### config.mk
export PLATFORM = sky130hd
export DESIGN_NAME = fp4_quant_serializer
export DESIGN_NICKNAME = d
export VERILOG_FILES = /design/src/rtl/fp4_pkg.sv /design/src/rtl/fp4_quantize.sv /design/src/rtl/fp4_quant_serializer.sv
export SDC_FILE = /design/constraint.sdc
export NUM_CORES = 1
export LEC_CHECK = 0
export CAP_MARGIN = 15
export CELL_PAD_IN_SITES_DETAIL_PLACEMENT = 1
export CELL_PAD_IN_SITES_GLOBAL_PLACEMENT = 2
export CORE_ASPECT_RATIO = 1.1
export CORE_MARGIN = 2
export CORE_UTILIZATION = 34
export DETAILED_ROUTE_END_ITERATION = 12
export GPL_ROUTABILITY_DRIVEN = 0
export PLACE_DENSITY = 0.86
export SETUP_SLACK_MARGIN = 0.02
export SLEW_MARGIN = 20
export SYNTH_ARGS = -nofsm -noshare
export SYNTH_HDL_FRONTEND = slang
export SYNTH_SLANG_ARGS = --single-unit
export TNS_END_PERCENT = 1
### constraint.sdc
create_clock -name i_clk -period 16.9 [get_ports i_clk]
set_input_delay 1.69 -clock i_clk [delete_from_list [all_inputs] [get_ports i_clk]]
set_output_delay 1.69 -clock i_clk [all_outputs]
set_load 0.03 [all_outputs]
### src/rtl/fp4_pkg.sv
// Shared E2M1 FP4 types, code constants, magnitude grid and serializer FSM states.
package fp4_pkg;

  typedef logic [3:0] fp4_t;

  localparam fp4_t       FP4_ZERO    = 4'h0;
  localparam logic [2:0] FP4_MAX_MAG = 3'h7;

  typedef enum logic [0:0] {
    ST_IDLE = 1'b0,
    ST_SEND = 1'b1
  } state_t;

  // Magnitude of each E2M1 code in half-units: {0, 0.5, 1, 1.5, 2, 3, 4, 6}
  function automatic logic [3:0] fp4_half_grid(input logic [2:0] mag_code);
    logic [3:0] half;
    case (mag_code)
      3'd0:    half = 4'd0;
      3'd1:    half = 4'd1;
      3'd2:    half = 4'd2;
      3'd3:    half = 4'd3;
      3'd4:    half = 4'd4;
      3'd5:    half = 4'd6;
      3'd6:    half = 4'd8;
      default: half = 4'd12;
    endcase
    return half;
  endfunction

endpackage

### src/rtl/fp4_quantize.sv
// Single-lane signed fixed-point to E2M1 FP4 quantizer: round-to-nearest-even,
// saturating at 6.0, never produces negative zero. Purely combinational.
module fp4_quantize
  import fp4_pkg::*;
#(
  parameter int unsigned IN_W      = 8,
  parameter int unsigned FRAC_BITS = 2
) (
  input  logic [IN_W-1:0] x,
  output fp4_t            code,
  output logic            sat
);

  // Doubled magnitude and grid midpoints in units of 2^-FRAC_BITS; +4 bits covers 6*2^IN_W
  localparam int unsigned CW = IN_W + 4;

  logic            neg;
  logic [IN_W-1:0] mag;
  logic [CW-1:0]   mag2;
  logic [CW-1:0]   mid;
  logic [2:0]      idx;

  always_comb begin
    neg  = x[IN_W-1];
    mag  = neg ? (~x + IN_W'(1)) : x;
    mag2 = CW'(mag) << 1;
    mid  = '0;
    idx  = 3'd0;
    // Each midpoint passed bumps the code; an exact tie only counts when it lands on an even code
    for (int i = 0; i < 7; i++) begin
      mid = (CW'(fp4_half_grid(3'(i))) + CW'(fp4_half_grid(3'(i + 1)))) << (FRAC_BITS - 1);
      if ((mag2 > mid) || ((mag2 == mid) && ((i % 2) == 1))) begin
        idx = idx + 3'd1;
      end
    end
    sat  = mag2 > (CW'(12) << FRAC_BITS);
    code = (idx == 3'd0) ? FP4_ZERO : {neg, idx};
  end

endmodule

### src/rtl/fp4_quant_serializer.sv
// Serializes packed words of signed fixed-point lanes into one E2M1 FP4 code per
// cycle on a valid/ready stream. Define FP4_SAT_COUNT_EN to add o_sat_count.
module fp4_quant_serializer
  import fp4_pkg::*;
#(
  parameter int unsigned LANES     = 4,
  parameter int unsigned IN_W      = 8,
  parameter int unsigned FRAC_BITS = 2
) (
  input  logic                  i_clk,
  input  logic                  i_rst,
  input  logic                  i_word_valid,
  output logic                  o_word_ready,
  input  logic [LANES*IN_W-1:0] i_word,
  output fp4_t                  o_fp4,
  output logic                  o_data_valid,
  output logic                  o_last,
`ifdef FP4_SAT_COUNT_EN
  output logic [15:0]           o_sat_count,
`endif
  input  logic                  i_out_ready
);

  localparam int unsigned LANE_W = (LANES > 1) ? $clog2(LANES) : 1;
  localparam logic [LANE_W-1:0] LAST_LANE = LANE_W'(LANES - 1);

  state_t                state_q, state_d;
  logic [LANES*IN_W-1:0] word_q, word_d;
  logic [LANE_W-1:0]     lane_q, lane_d;
  fp4_t                  fp4_d;
  logic                  valid_d, last_d;

  logic                  advance_c, accept_c, at_last_c;
  logic [IN_W-1:0]       lane_arr [LANES];
  logic [IN_W-1:0]       lane_val;
  fp4_t                  q_code, lane_code;
  logic                  q_sat;

  always_comb begin
    for (int i = 0; i < LANES; i++) begin
      lane_arr[i] = word_q[i*IN_W +: IN_W];
    end
  end

  assign lane_val = lane_arr[lane_q];

  fp4_quantize #(
    .IN_W      (IN_W),
    .FRAC_BITS (FRAC_BITS)
  ) u_quantize (
    .x    (lane_val),
    .code (q_code),
    .sat  (q_sat)
  );

  // Saturated lanes are pinned to max magnitude explicitly, keeping the flag and code consistent
  assign lane_code = q_sat ? fp4_t'({q_code[3], FP4_MAX_MAG}) : q_code;
  assign advance_c = i_out_ready | ~o_data_valid;
  assign at_last_c = (lane_q == LAST_LANE);

  // Next state, buffer/lane update, output-register next values and word handshake
  always_comb begin
    state_d      = state_q;
    word_d       = word_q;
    lane_d       = lane_q;
    fp4_d        = o_fp4;
    valid_d      = o_data_valid;
    last_d       = o_last;
    o_word_ready = 1'b0;
    accept_c     = 1'b0;

    case (state_q)
      ST_IDLE: begin
        o_word_ready = ~i_rst;
        accept_c     = i_word_valid & o_word_ready;
        if (advance_c) begin
          valid_d = 1'b0;
          last_d  = 1'b0;
        end
        if (accept_c) begin
          word_d  = i_word;
          lane_d  = '0;
          state_d = ST_SEND;
        end
      end

      ST_SEND: begin
        o_word_ready = ~i_rst & advance_c & at_last_c;
        accept_c     = i_word_valid & o_word_ready;
        if (advance_c) begin
          fp4_d   = lane_code;
          valid_d = 1'b1;
          last_d  = at_last_c;
          if (!at_last_c) begin
            lane_d = lane_q + LANE_W'(1);
          end else if (accept_c) begin
            word_d = i_word;
            lane_d = '0;
          end else begin
            state_d = ST_IDLE;
          end
        end
      end

      default: state_d = ST_IDLE;
    endcase
  end

  always_ff @(posedge i_clk) begin
    if (i_rst) begin
      state_q      <= ST_IDLE;
      word_q       <= '0;
      lane_q       <= '0;
      o_fp4        <= FP4_ZERO;
      o_data_valid <= 1'b0;
      o_last       <= 1'b0;
    end else begin
      state_q      <= state_d;
      word_q       <= word_d;
      lane_q       <= lane_d;
      o_fp4        <= fp4_d;
      o_data_valid <= valid_d;
      o_last       <= last_d;
    end
  end

`ifdef FP4_SAT_COUNT_EN
  logic sat_inc_c;

  assign sat_inc_c = (state_q == ST_SEND) & advance_c & q_sat;

  // Counts saturated lanes as they are loaded into the output register; sticks at all-ones
  always_ff @(posedge i_clk) begin
    if (i_rst) begin
      o_sat_count <= '0;
    end else if (sat_inc_c && (o_sat_count != 16'hFFFF)) begin
      o_sat_count <= o_sat_count + 16'd1;
    end
  end
`endif

endmodule
==> run_results.csv, run 1 <==
group,metric,value,unit
synth,synth_warnings,0,
synth,ys_seq_elements,41,
timing,period_minus_slack,6.25,ns
setup_path,r2r-start,"lane_q[0]",
power_and_ir_drop,ir_drop,0.0756,mV
cts,htree_levels,2,
synth,synth_cells,298,
route,drt_iter0_markers,89,
route,wl_per_cell,14.1,um
cts,ctsHoldBuffers,0,
synth,synth_ff_type,"dfxtp_1",
power_and_ir_drop,power.leakage,0.00132,uW
global_routing,grt_max_degree,39,
timing,maxSlewViolCount,0,
synth,syn-num-nets,344,
die,boundaryPins,43,
setup_path,worstPathMaxFanout,12,
synth,yosysUniqueCellTypes,54,
setup_path,crit_type,"flip-flop to flip-flop",
cts,root_buffer,"clkbuf_8",
timing,max_slew_margin,0.273,
setup_path,reg2reg_depth,24,
synth,synth_most_common_cell,"nand2_1",
cts,cts_buffers,5,
synth,synth_top_area_cell,"dfxtp_1",
hold_path,min_to,"word_q[29]",
setup_path,endpoint_kind,"flip-flop",
global_routing,grt_pass1_wl,10.2,mm
layout,num-fill-cells,849,
placed_design,portBuffers,42,
timing,hold_viol_final,0,
route,ant_nets,0,
synth,synth_common_cells,"74 x nand2_1, 41 x dfxtp_1, 36 x nand3_1",
placed_design,place_hpwl,4.55,mm
die,num_rows,32,
run,drv_cap,0,
run_status,outcome,"finished, final reports clean",
cts,path_clk_slew,0.08,ns
die,die_x,85.3,um
cts,cts_sinks,41,
route,viasPerCell,5.08,
timing,timing.fmax,0.160,GHz
setup_path,ff2ff_setup_slack,10.65,ns
hold_path,hold_path_startpoint,"word_q[29]",
layout,layout.nets,380,
die,dieArea,0.00797,sq mm
layout,antenna_cells,0,
setup_path,start_kind,"flip-flop",
layout,area_growth,24.1,%
global_routing,antenna_found_initial,0,
route,drt-total-wl,5.91,mm
timing,worstMarginPinSlew,1.09,ns
synth,netlist_area,0.00247,sq mm
route,drc,0,
die,initial_core_util,0.351,
synth,synthTopCellsByArea,"dfxtp_1 33%, nand2_1 11%, nand3_1 7.3%, mux4_2 7.3%, ha_1 5.1%",
synth,async_flop_share,0,
cts,post_cts_buffers,0,
hold_path,whs_path_depth,2,
timing,finalSetupViolations,0,
setup_path,crit_start,"lane_q[0]",
timing,tns,0,ns
setup_path,critPathArrivalTime,6.43,ns
cts,clk_latency,0.29,ns
global_routing,grt_overflow,0,
synth,synth_top_area_share,0.332,
timing,hold_slack,0.455,ns
global_routing,first_global_vias,2149,
route,first_pass_iters,4,
layout,final_util,0.435,
synth,syn_area_per_cell,8.29,sq um
synth,synth_edf_count,0,
route,route.vias.total,2133,
timing,post-route-period-util,0.370,
die,core,0.00705,sq mm
die,die_height,93.4,um
cts,cts_tree,"yes",
power_and_ir_drop,powerDensity,114,mW/mm^2
synth,synth-seq-area-share,0.332,
layout,seqCellArea,821,sq um
cts,clockBufferDepth,2,
setup_path,crit_required,17.09,ns
cts,ctsResizeCount,0,
timing,rsz0062_at_grt,"false",
hold_path,hold_path_class,"flip-flop to flip-flop",
layout,layout-drive-gt1-share,0.104,
setup_path,r2r-end,"o_fp4[2]",
layout,multi_input_area,0.00155,sq mm
timing,fin_skew,0.00724,ns
global_routing,grt_usage,0.160,
[placed cells by master, fill, tap and decap left out, drive strengths merged, types with 2 or more instances in the layout]
cell type / synthesis / routed
nor2: 22 / 22
nand3: 36 / 36
xor2: 3 / 3
clkbuf: 8 / 7
a211oi: 3 / 3
o211a: 2 / 2
and2: 4 / 4
o22ai: 4 / 4
o21ai: 9 / 9
a21boi: 3 / 3
a21o: 2 / 2
a22oi: 3 / 3
a31oi: 2 / 2
ha: 10 / 10
o31ai: 2 / 2
xnor2: 8 / 8
dfxtp: 41 / 41
nor3: 5 / 5
nand2: 75 / 75
a21oi: 11 / 11
nor2b: 2 / 2
nand2b: 3 / 3
clkdlybuf4s50: 0 / 42
mux4: 8 / 8
inv: 11 / 11
[metal layers]
layer,share of wire,wire (um),track usage,vias to the layer above
met2,0.48,2810,0.261,28
met3,0.023,133,0.0282,6
met4,0.0093,55,0.0437,0
li1,-,-,-,1097
met5,0,0,0,-
met1,0.49,2910,0.217,1002
[worst max-delay path, stage by stage (launching register included)]
cell and delay, ns:
dfxtp_1 0.75, mux4_2 0.72, inv_1 0.12, ha_1 0.21, inv_1 0.09, or3_4 0.42
a2111oi_4 0.40, nor2_1 0.12, nor2_1 0.22, nand2_1 0.13, inv_1 0.10, ha_1 0.31
xnor2_1 0.17, ha_1 0.27, o21ba_1 0.14, a21oi_1 0.21, ha_1 0.29, mux2i_1 0.17
xor2_1 0.16, a21oi_1 0.09, ha_1 0.22, and2b_1 0.15, xnor3_1 0.38, nand2b_1 0.16
o211a_1 0.13
[flip-flops by register name, summed over array words and instances (netlist names)]
register	flops
word_q	32
o_fp4	4
lane_q	2
o_data_valid	1
o_last	1
state_q	1
[metrics by stage]
step           instance area [sq um]  worst slack, ns  instances  total power (uW)
2_1_floorplan                   2470            11.43        298               233
3_3_place_gp                    2940            10.87        411               264
3_5_place_dp                    2940            10.58        411               271
4_1_cts                         3050            10.56        419               353
5_1_grt                         3070            10.11        420               377
6_report                        3070            10.65        420               349
[power by group]
part | switching (uW) | internal (uW) | total, uW
clock | 33.1 | 48.2 | 81.3
sequential | 4.79 | 104 | 109
combinational | 83.3 | 76.2 | 160
[final cells by class]
class                      count  area share
inverter                      11      0.0135
timing repair buffer          43       0.142
tap                           85      0.0347
clock inverter                 1     0.00979
sequential                    41       0.268
clock buffer                   7      0.0282
multi-input combinational    232       0.504
[how the worst max path moves through the flow]
stage	slack, ns	endpoint	cells after the start
finish	10.65	o_fp4[2]	24
CTS	10.56	o_fp4[2]	24
floorplan	11.43	o_fp4[2]	25
global placement	10.87	o_fp4[2]	24
detailed placement	10.58	o_fp4[2]	24
global route	10.11	o_fp4[2]	24
[cell families after synthesis]
| family | synth area share |
|---|---|
| fa+ha+maj | 0.0506 |
| mux | 0.0815 |
| compound gates | 0.157 |
| buf+inv | 0.0420 |
| xor+xnor | 0.0572 |
| flops | 0.332 |
| simple gates | 0.279 |
No activity file was read; power rests on OpenSTA's default activity.
==> inputs of run 2 (changes only) <==
--- a/config.mk
+++ b/config.mk
@@ -10,10 +10,10 @@
 export CELL_PAD_IN_SITES_GLOBAL_PLACEMENT = 2
 export CORE_ASPECT_RATIO = 1.1
 export CORE_MARGIN = 2
-export CORE_UTILIZATION = 34
+export CORE_UTILIZATION = 28
 export DETAILED_ROUTE_END_ITERATION = 12
 export GPL_ROUTABILITY_DRIVEN = 0
-export PLACE_DENSITY = 0.86
+export PLACE_DENSITY = 0.76
 export SETUP_SLACK_MARGIN = 0.02
 export SLEW_MARGIN = 20
 export SYNTH_ARGS = -nofsm -noshare
==> constraint.sdc (replaced) <==
create_clock -name i_clk -period 5.2 [get_ports i_clk]
set_input_delay 0.52 -clock i_clk [delete_from_list [all_inputs] [get_ports i_clk]]
set_output_delay 0.52 -clock i_clk [all_outputs]
set_load 0.03 [all_outputs]
==> run 2 against run 1 <==
Effect of this change:
- clock-buffer cell count fell by 2
- via count rose by 6.7%
- non-clock buffer count increased by 28
- critical path depth shrank 1
- total power rose to 3.4 times the previous value
- die area grew 20%
- sequential power grew to 3.2 times the previous value
- combinational power rose to 3.9 times the previous value
- cell count increased by 13%
- core utilization down 3.8 points
==> run_results.csv, run 2 (synthesis results as in run 1) <==
group,metric,value,unit
run_status,outcome,"finished, final reports clean",
setup_path,crit_path_top_delay_cell,"mux4_2",
setup_path,reg2reg_depth,23,
route,route.vias.total,2276,
cts,clockBufferDepth,2,
timing,timing.fmax,0.201,GHz
layout,largest_reg_flops,32,
setup_path,r2r-start,"lane_q[0]",
die,die_height,103,um
layout,top_register,"word_q",
cts,clk_latency,0.30,ns
layout,design_area,0.00338,sq mm
setup_path,crit_required,5.39,ns
cts,cts_tree,"yes",
power_and_ir_drop,ir_drop,0.118,mV
route,drc,0,
global_routing,antenna_found_initial,0,
cts,path_clk_slew,0.08,ns
placed_design,dpl_cell_area,0.00308,sq mm
route,wl_met3,148,um
layout,final_cell_mix,"73 x nand2_1, 42 x clkdlybuf4s50_1, 40 x dfxtp_1",
timing,fin_skew,0.00670,ns
timing,hold_slack,0.456,ns
hold_path,min_to,"word_q[9]",
setup_path,r2r-end,"o_fp4[2]",
setup_path,crit_type,"flip-flop to flip-flop",
route,wl_per_cell,13.7,um
die,num_rows,35,
timing,max_slew_margin,0.279,
setup_path,worstPathMaxFanout,6,
route,top_layer,"met4",
hold_path,hold_path_startpoint,"word_q[9]",
route,wl_met1,3.08,mm
layout,layout.nets,408,
setup_path,start_kind,"flip-flop",
timing,hold_viol_final,0,
global_routing,grt_usage,0.137,
layout,final_util,0.398,
timing,finalSetupViolations,0,
cts,ctsHoldBuffers,0,
setup_path,critPathArrivalTime,5.17,ns
run,drv_cap,0,
route,first_pass_iters,4,
route,drt_iter0_markers,70,
hold_path,whs_path_depth,2,
layout,antenna_cells,0,
placed_design,dp_cells,448,
timing,maxSlewViolCount,0,
timing,worstMarginPinSlew,1.08,ns
layout,reg_top3,"word_q x32, o_fp4 x4, lane_q x2",
route,drt-total-wl,6.52,mm
timing,post-route-period-util,0.958,
setup_path,ff2ff_setup_slack,0.22,ns
timing,tns,0,ns
setup_path,endpoint_kind,"flip-flop",
layout,num-fill-cells,1037,
placed_design,place_hpwl,4.76,mm
layout,area_growth,36.7,%
setup_path,max_stage_delay,0.54,ns
cts,root_buffer,"clkbuf_8",
cts,cts_buffers,5,
cts,htree_levels,2,
hold_path,hold_path_class,"flip-flop to flip-flop",
die,boundaryPins,43,
placed_design,portBuffers,42,
route,ant_nets,0,
timing,period_minus_slack,4.98,ns
die,core,0.00850,sq mm
setup_path,crit_family,"adder cells",
die,initial_core_util,0.291,
global_routing,first_global_vias,2305,
layout,stdcell_count,474,
setup_path,crit_chain,"mux4_2 > inv_2 > ha_4 > inv_2 > or3_4 > a2111oi_4 > buf_4 > o21ai_4 > nor2_4 > ha_4 > xnor2_2 > ha_1 > o21ba_4 > a21oi_2 > ha_1 > mux2i_1 > xor2_1 > a21oi_1 > ha_1 > and2b_1 > xnor3_1 > nand2b_1 > o211a_1",
global_routing,grt_max_degree,38,
die,die_x,93.6,um
power_and_ir_drop,powerDensity,352,mW/mm^2
layout,layout-drive-gt1-share,0.231,
cts,cts_sinks,41,
route,viasPerCell,4.80,
setup_path,critPathBufInv,3,
die,dieArea,0.00959,sq mm
global_routing,grt_pass1_wl,10.7,mm
setup_path,crit_path_frequent_cell,"ha_1",
route,wl_met2,3.19,mm
power_and_ir_drop,power.leakage,0.00144,uW
layout,final_common_cell,"nand2_1",
global_routing,grt_overflow,0,
-- run 2: cell count changes in the layout (fill, tap and decap cells not counted), sizes merged --
cell	before	now
buf	1	29
bufinv	1	0
clkbuf	7	5
clkinvlp	0	3
-- run 2: worst min-delay path, cell delays in order (launching register included) --
cell and delay (ns):
dfxtp_1 0.31, nand3_1 0.06, nand2_1 0.04
-- run 2: how the worst max path moves through the flow --
| stage | startpoint | end | slack (ns) | depth (start not counted) |
|---|---|---|---|---|
| 4_1_cts | lane_q[0] | o_fp4[3] | 0.02 | 24 |
| 3_5_place_dp | lane_q[0] | o_fp4[2] | 0.07 | 24 |
| 3_3_place_gp | lane_q[0] | o_fp4[3] | 0.16 | 24 |
| 6_report | lane_q[0] | o_fp4[2] | 0.22 | 23 |
| 2_1_floorplan | lane_q[0] | o_fp4[2] | 0.17 | 25 |
| 5_1_grt | lane_q[0] | o_fp4[3] | -0.002 | 24 |
-- run 2: repair_timing --
| action | 4_1_cts | 5_1_grt |
|---|---|---|
| resized for setup | 1 | 21 |
| pin swaps | 1 | 15 |
| setup endpoints to repair | 2 | 3 |
| cloned | 0 | 0 |
| setup buffers | 1 | 17 |
-- run 2: per-layer routing --
metal	vias to the layer above	GRT usage
li1	1153	-
met1	1086	0.178
met2	28	0.237
met3	9	0.0197
met4	0	0.0457
met5	-	0
-- run 2: metrics by stage --
step                total power (uW)  worst slack, ns
floorplan                        769            0.171
global placement                 893            0.164
detailed placement               898           0.0718
CTS                             1110           0.0232
global route                    1280         -0.00217
finish                          1190            0.219
-- run 2: where the power goes --
| part | switching, uW | total [uW] | internal [uW] | leakage, uW |
|---|---|---|---|---|
| Clock | 118 | 212 | 94.2 | 0.0000364 |
| Sequential | 14.1 | 351 | 337 | 0.000338 |
| Combinational | 298 | 625 | 327 | 0.00107 |
-- run 2: cell type report --
class	count	area [sq um]	area share
multi-input cells	232	1640	0.484
flip-flops and latches	41	825	0.244
repair buffers	71	646	0.191
well taps	111	139	0.0411
clock buffers	5	68.8	0.0204
inverters	11	41.3	0.0122
clock inverters	3	22.5	0.00667
==> inputs of run 3 (changes only) <==
--- a/config.mk
+++ b/config.mk
@@ -5,15 +5,17 @@
 export SDC_FILE = /design/constraint.sdc
 export NUM_CORES = 1
 export LEC_CHECK = 0
+export ABC_AREA = 1
 export CAP_MARGIN = 15
 export CELL_PAD_IN_SITES_DETAIL_PLACEMENT = 1
 export CELL_PAD_IN_SITES_GLOBAL_PLACEMENT = 2
 export CORE_ASPECT_RATIO = 1.1
 export CORE_MARGIN = 2
-export CORE_UTILIZATION = 28
+export CORE_UTILIZATION = 27
 export DETAILED_ROUTE_END_ITERATION = 12
 export GPL_ROUTABILITY_DRIVEN = 0
-export PLACE_DENSITY = 0.76
+export PLACE_DENSITY = 0.77
+export RECOVER_POWER = 100
 export SETUP_SLACK_MARGIN = 0.02
 export SLEW_MARGIN = 20
 export SYNTH_ARGS = -nofsm -noshare
==> run 3 against run 2 <==
Effect of this change:
- sequential share of layout area fell by 1.0 points
- die area increased by 14%
- first-iteration DRC count decreased by 16%
- setup slack better by 0.21 ns
- hold slack improved by 0.020 ns
- maximum frequency increased by 4.4%
- flip-flop and latch count unchanged
- synthesized area is 10% higher
- global-route usage increased by 0.25 points
- register-to-register slack improved by 0.21 ns
- largest power group unchanged
==> run_results.csv, run 3 <==
group,metric,value,unit
timing,layout_setup_ws,0.428,ns
cts,path_clk_slew,0.08,ns
route,ant_nets,0,
layout,design_area,0.00353,sq mm
setup_path,crit_path_top_delay_cell,"dfxtp_4",
placed_design,dp_cells,556,
layout,num-fill-cells,1221,
setup_path,endpoint_kind,"flip-flop",
global_routing,grt_usage,0.140,
die,die_x,99.7,um
timing,max_slew_margin,0.247,
cts,clockBufferDepth,2,
synth,syn_area_per_cell,6.78,sq um
synth,synth_common_cells,"149 x nand2_1, 43 x o21ai_0, 41 x dfxtp_1",
global_routing,use_met1,0.176,
cts,clk_latency,0.30,ns
route,wl_per_cell,12.8,um
timing,hold_slack,0.475,ns
route,route.vias.total,2629,
layout,multi_input_area,0.00175,sq mm
cts,cts_tree,"yes",
layout,largest_reg_flops,32,
synth,synth_warnings,0,
setup_path,crit_path_frequent_cell,"nand2_1",
route,viasPerCell,4.60,
synth,synth_edf_count,0,
global_routing,grt_overflow,0,
synth,synth_most_common_cell,"nand2_1",
route,drc,0,
synth,synth_cells,401,
power_and_ir_drop,p_int,857,uW
cts,root_buffer,"clkbuf_8",
run,drv_cap,0,
timing,period_minus_slack,4.77,ns
setup_path,max_stage_delay,0.38,ns
die,initial_core_util,0.276,
layout,antenna_cells,0,
timing,rsz0062_at_grt,"false",
run_status,outcome,"finished, final reports clean",
global_routing,use_met2,0.250,
setup_path,start_kind,"flip-flop",
power_and_ir_drop,comb_power_share,0.550,
power_and_ir_drop,powerDensity,414,mW/mm^2
placed_design,dpl_cell_area,0.00326,sq mm
placed_design,place_hpwl,5.62,mm
power_and_ir_drop,p_clk_frac,0.208,
setup_path,crit_type,"flip-flop to flip-flop",
power_and_ir_drop,ir_drop,0.155,mV
die,die_height,109,um
cts,htree_levels,2,
layout,final_cell_mix,"146 x nand2_1, 41 x o21ai_0, 39 x dfxtp_1",
layout,area_growth,29.9,%
timing,finalSetupViolations,0,
global_routing,grt_use_met3,0.0186,
global_routing,antenna_found_initial,0,
layout,reg_top3,"word_q x32, o_fp4 x4, lane_q x2",
synth,synth-seq-area-share,0.302,
global_routing,grt_pass1_wl,12.5,mm
route,first_pass_iters,4,
layout,final_common_cell,"nand2_1",
synth,async_flop_share,0,
layout,layout.nets,497,
setup_path,crit_required,5.43,ns
synth,synth_top_area_share,0.302,
global_routing,grt-busiest-layer,"met2",
global_routing,first_global_vias,2693,
timing,fin_skew,0.00384,ns
timing,tns,0,ns
die,core,0.00984,sq mm
layout,seqCellArea,826,sq um
die,dieArea,0.0109,sq mm
timing,worstMarginPinSlew,1.13,ns
timing,post-route-period-util,0.918,
synth,synthTopCellsByArea,"dfxtp_1 30%, nand2_1 21%, o21ai_0 7.9%, ha_1 4.6%, nand3_1 4.6%",
synth,synth_top_area_cell,"dfxtp_1",
timing,timing.fmax,0.210,GHz
synth,yosysUniqueCellTypes,35,
power_and_ir_drop,seq_power_share,0.242,
die,num_rows,38,
timing,hold_viol_final,0,
power_and_ir_drop,p_switching,607,uW
placed_design,portBuffers,42,
synth,netlist_area,0.00272,sq mm
power_and_ir_drop,switching_share,0.415,
cts,cts_buffers,5,
layout,top_register,"word_q",
layout,layout-drive-gt1-share,0.195,
setup_path,critPathArrivalTime,5.00,ns
placed_design,pre_cts_ws,-0.0822,ns
route,drt-total-wl,7.32,mm
power_and_ir_drop,power.leakage,0.00154,uW
die,boundaryPins,43,
route,drt_iter0_markers,59,
cts,cts_sinks,41,
synth,syn-num-nets,447,
synth,synth_ff_type,"dfxtp_1",
timing,maxSlewViolCount,0,
setup_path,worstPathMaxFanout,7,
global_routing,grt_max_degree,65,
synth,ys_seq_elements,41,
hold_path,hold_path_class,"flip-flop to flip-flop",
layout,stdcell_count,572,
==> run 3: changes by cell type after synthesis, sizes merged, moves of 4 or more <==
cell / previous run / this run
inv: 11 / 33
xnor2: 8 / 0
mux4: 8 / 0
and2: 4 / 0
nand3b: 0 / 4
nand2: 75 / 170
o21ai: 9 / 46
==> run 3: critical path, delay by kind of cell, from the launching register on <==
family	cells	cell delay, ns
and+or+nand+nor	24	2.39
adders and majority gates	4	0.98
buffers and inverters	6	0.50
AOI/OAI and AO/OA	4	0.44
DFF	1	0.38
==> run 3: layout make-up <==
class	count	area share
clock inverters	3	0.0184
multi-input cells	311	0.495
inverters	35	0.0397
flip-flops and latches	41	0.234
well taps	120	0.0425
clock buffers	5	0.0195
repair buffers	57	0.151
==> run 3: cells by family after synthesis <==
family,synth area share
buf+inv,0.0824
fa+ha+maj,0.0460
flops,0.302
simple gates,0.428
compound gates,0.133
xor+xnor,0.00921
==> run 3: power by group through the flow <==
stage               Combinational, uW  Sequential (uW)  Clock, uW
floorplan                         566              367          0
global placement                  730              363          0
detailed placement                749              363          0
CTS                               756              356        311
global route                      920              358        325
finish                            805              354        304
==> run 3: worst paths after layout <==
path / to / cells after the start / startpoint / slack [ns]
worst max-delay path: o_fp4[3] / 38 / lane_q[0] / 0.43
worst min-delay path: o_last / 2 / o_last / 0.48
worst max register to register: o_fp4[3] / 38 / lane_q[0] / 0.43
worst min register to register: o_last / 2 / o_last / 0.48
==> run 3: what timing repair did <==
action | CTS | global route
endpoints found under the setup margin | 2 | 3
pin swaps | 0 | 10
buffers inserted | 0 | 8
hold buffers | 0 | 0
cloned | 0 | 0
gates resized for setup | 2 | 21
==> run 3: stage by stage <==
stage          utilization  total power [uW]
4_1_cts              0.346              1420
3_5_place_dp         0.331              1110
6_report             0.359              1460
5_1_grt              0.359              1600
3_3_place_gp         0.331              1090
2_1_floorplan            -               933
==> run 3: per-layer routing <==
layer / wire [um] / up-vias / share of wire
met2: 3610 / 30 / 0.49
met5: 0 / - / 0
met1: 3470 / 1208 / 0.47
li1: - / 1384 / -
met4: 76 / 0 / 0.010
met3: 166 / 7 / 0.023
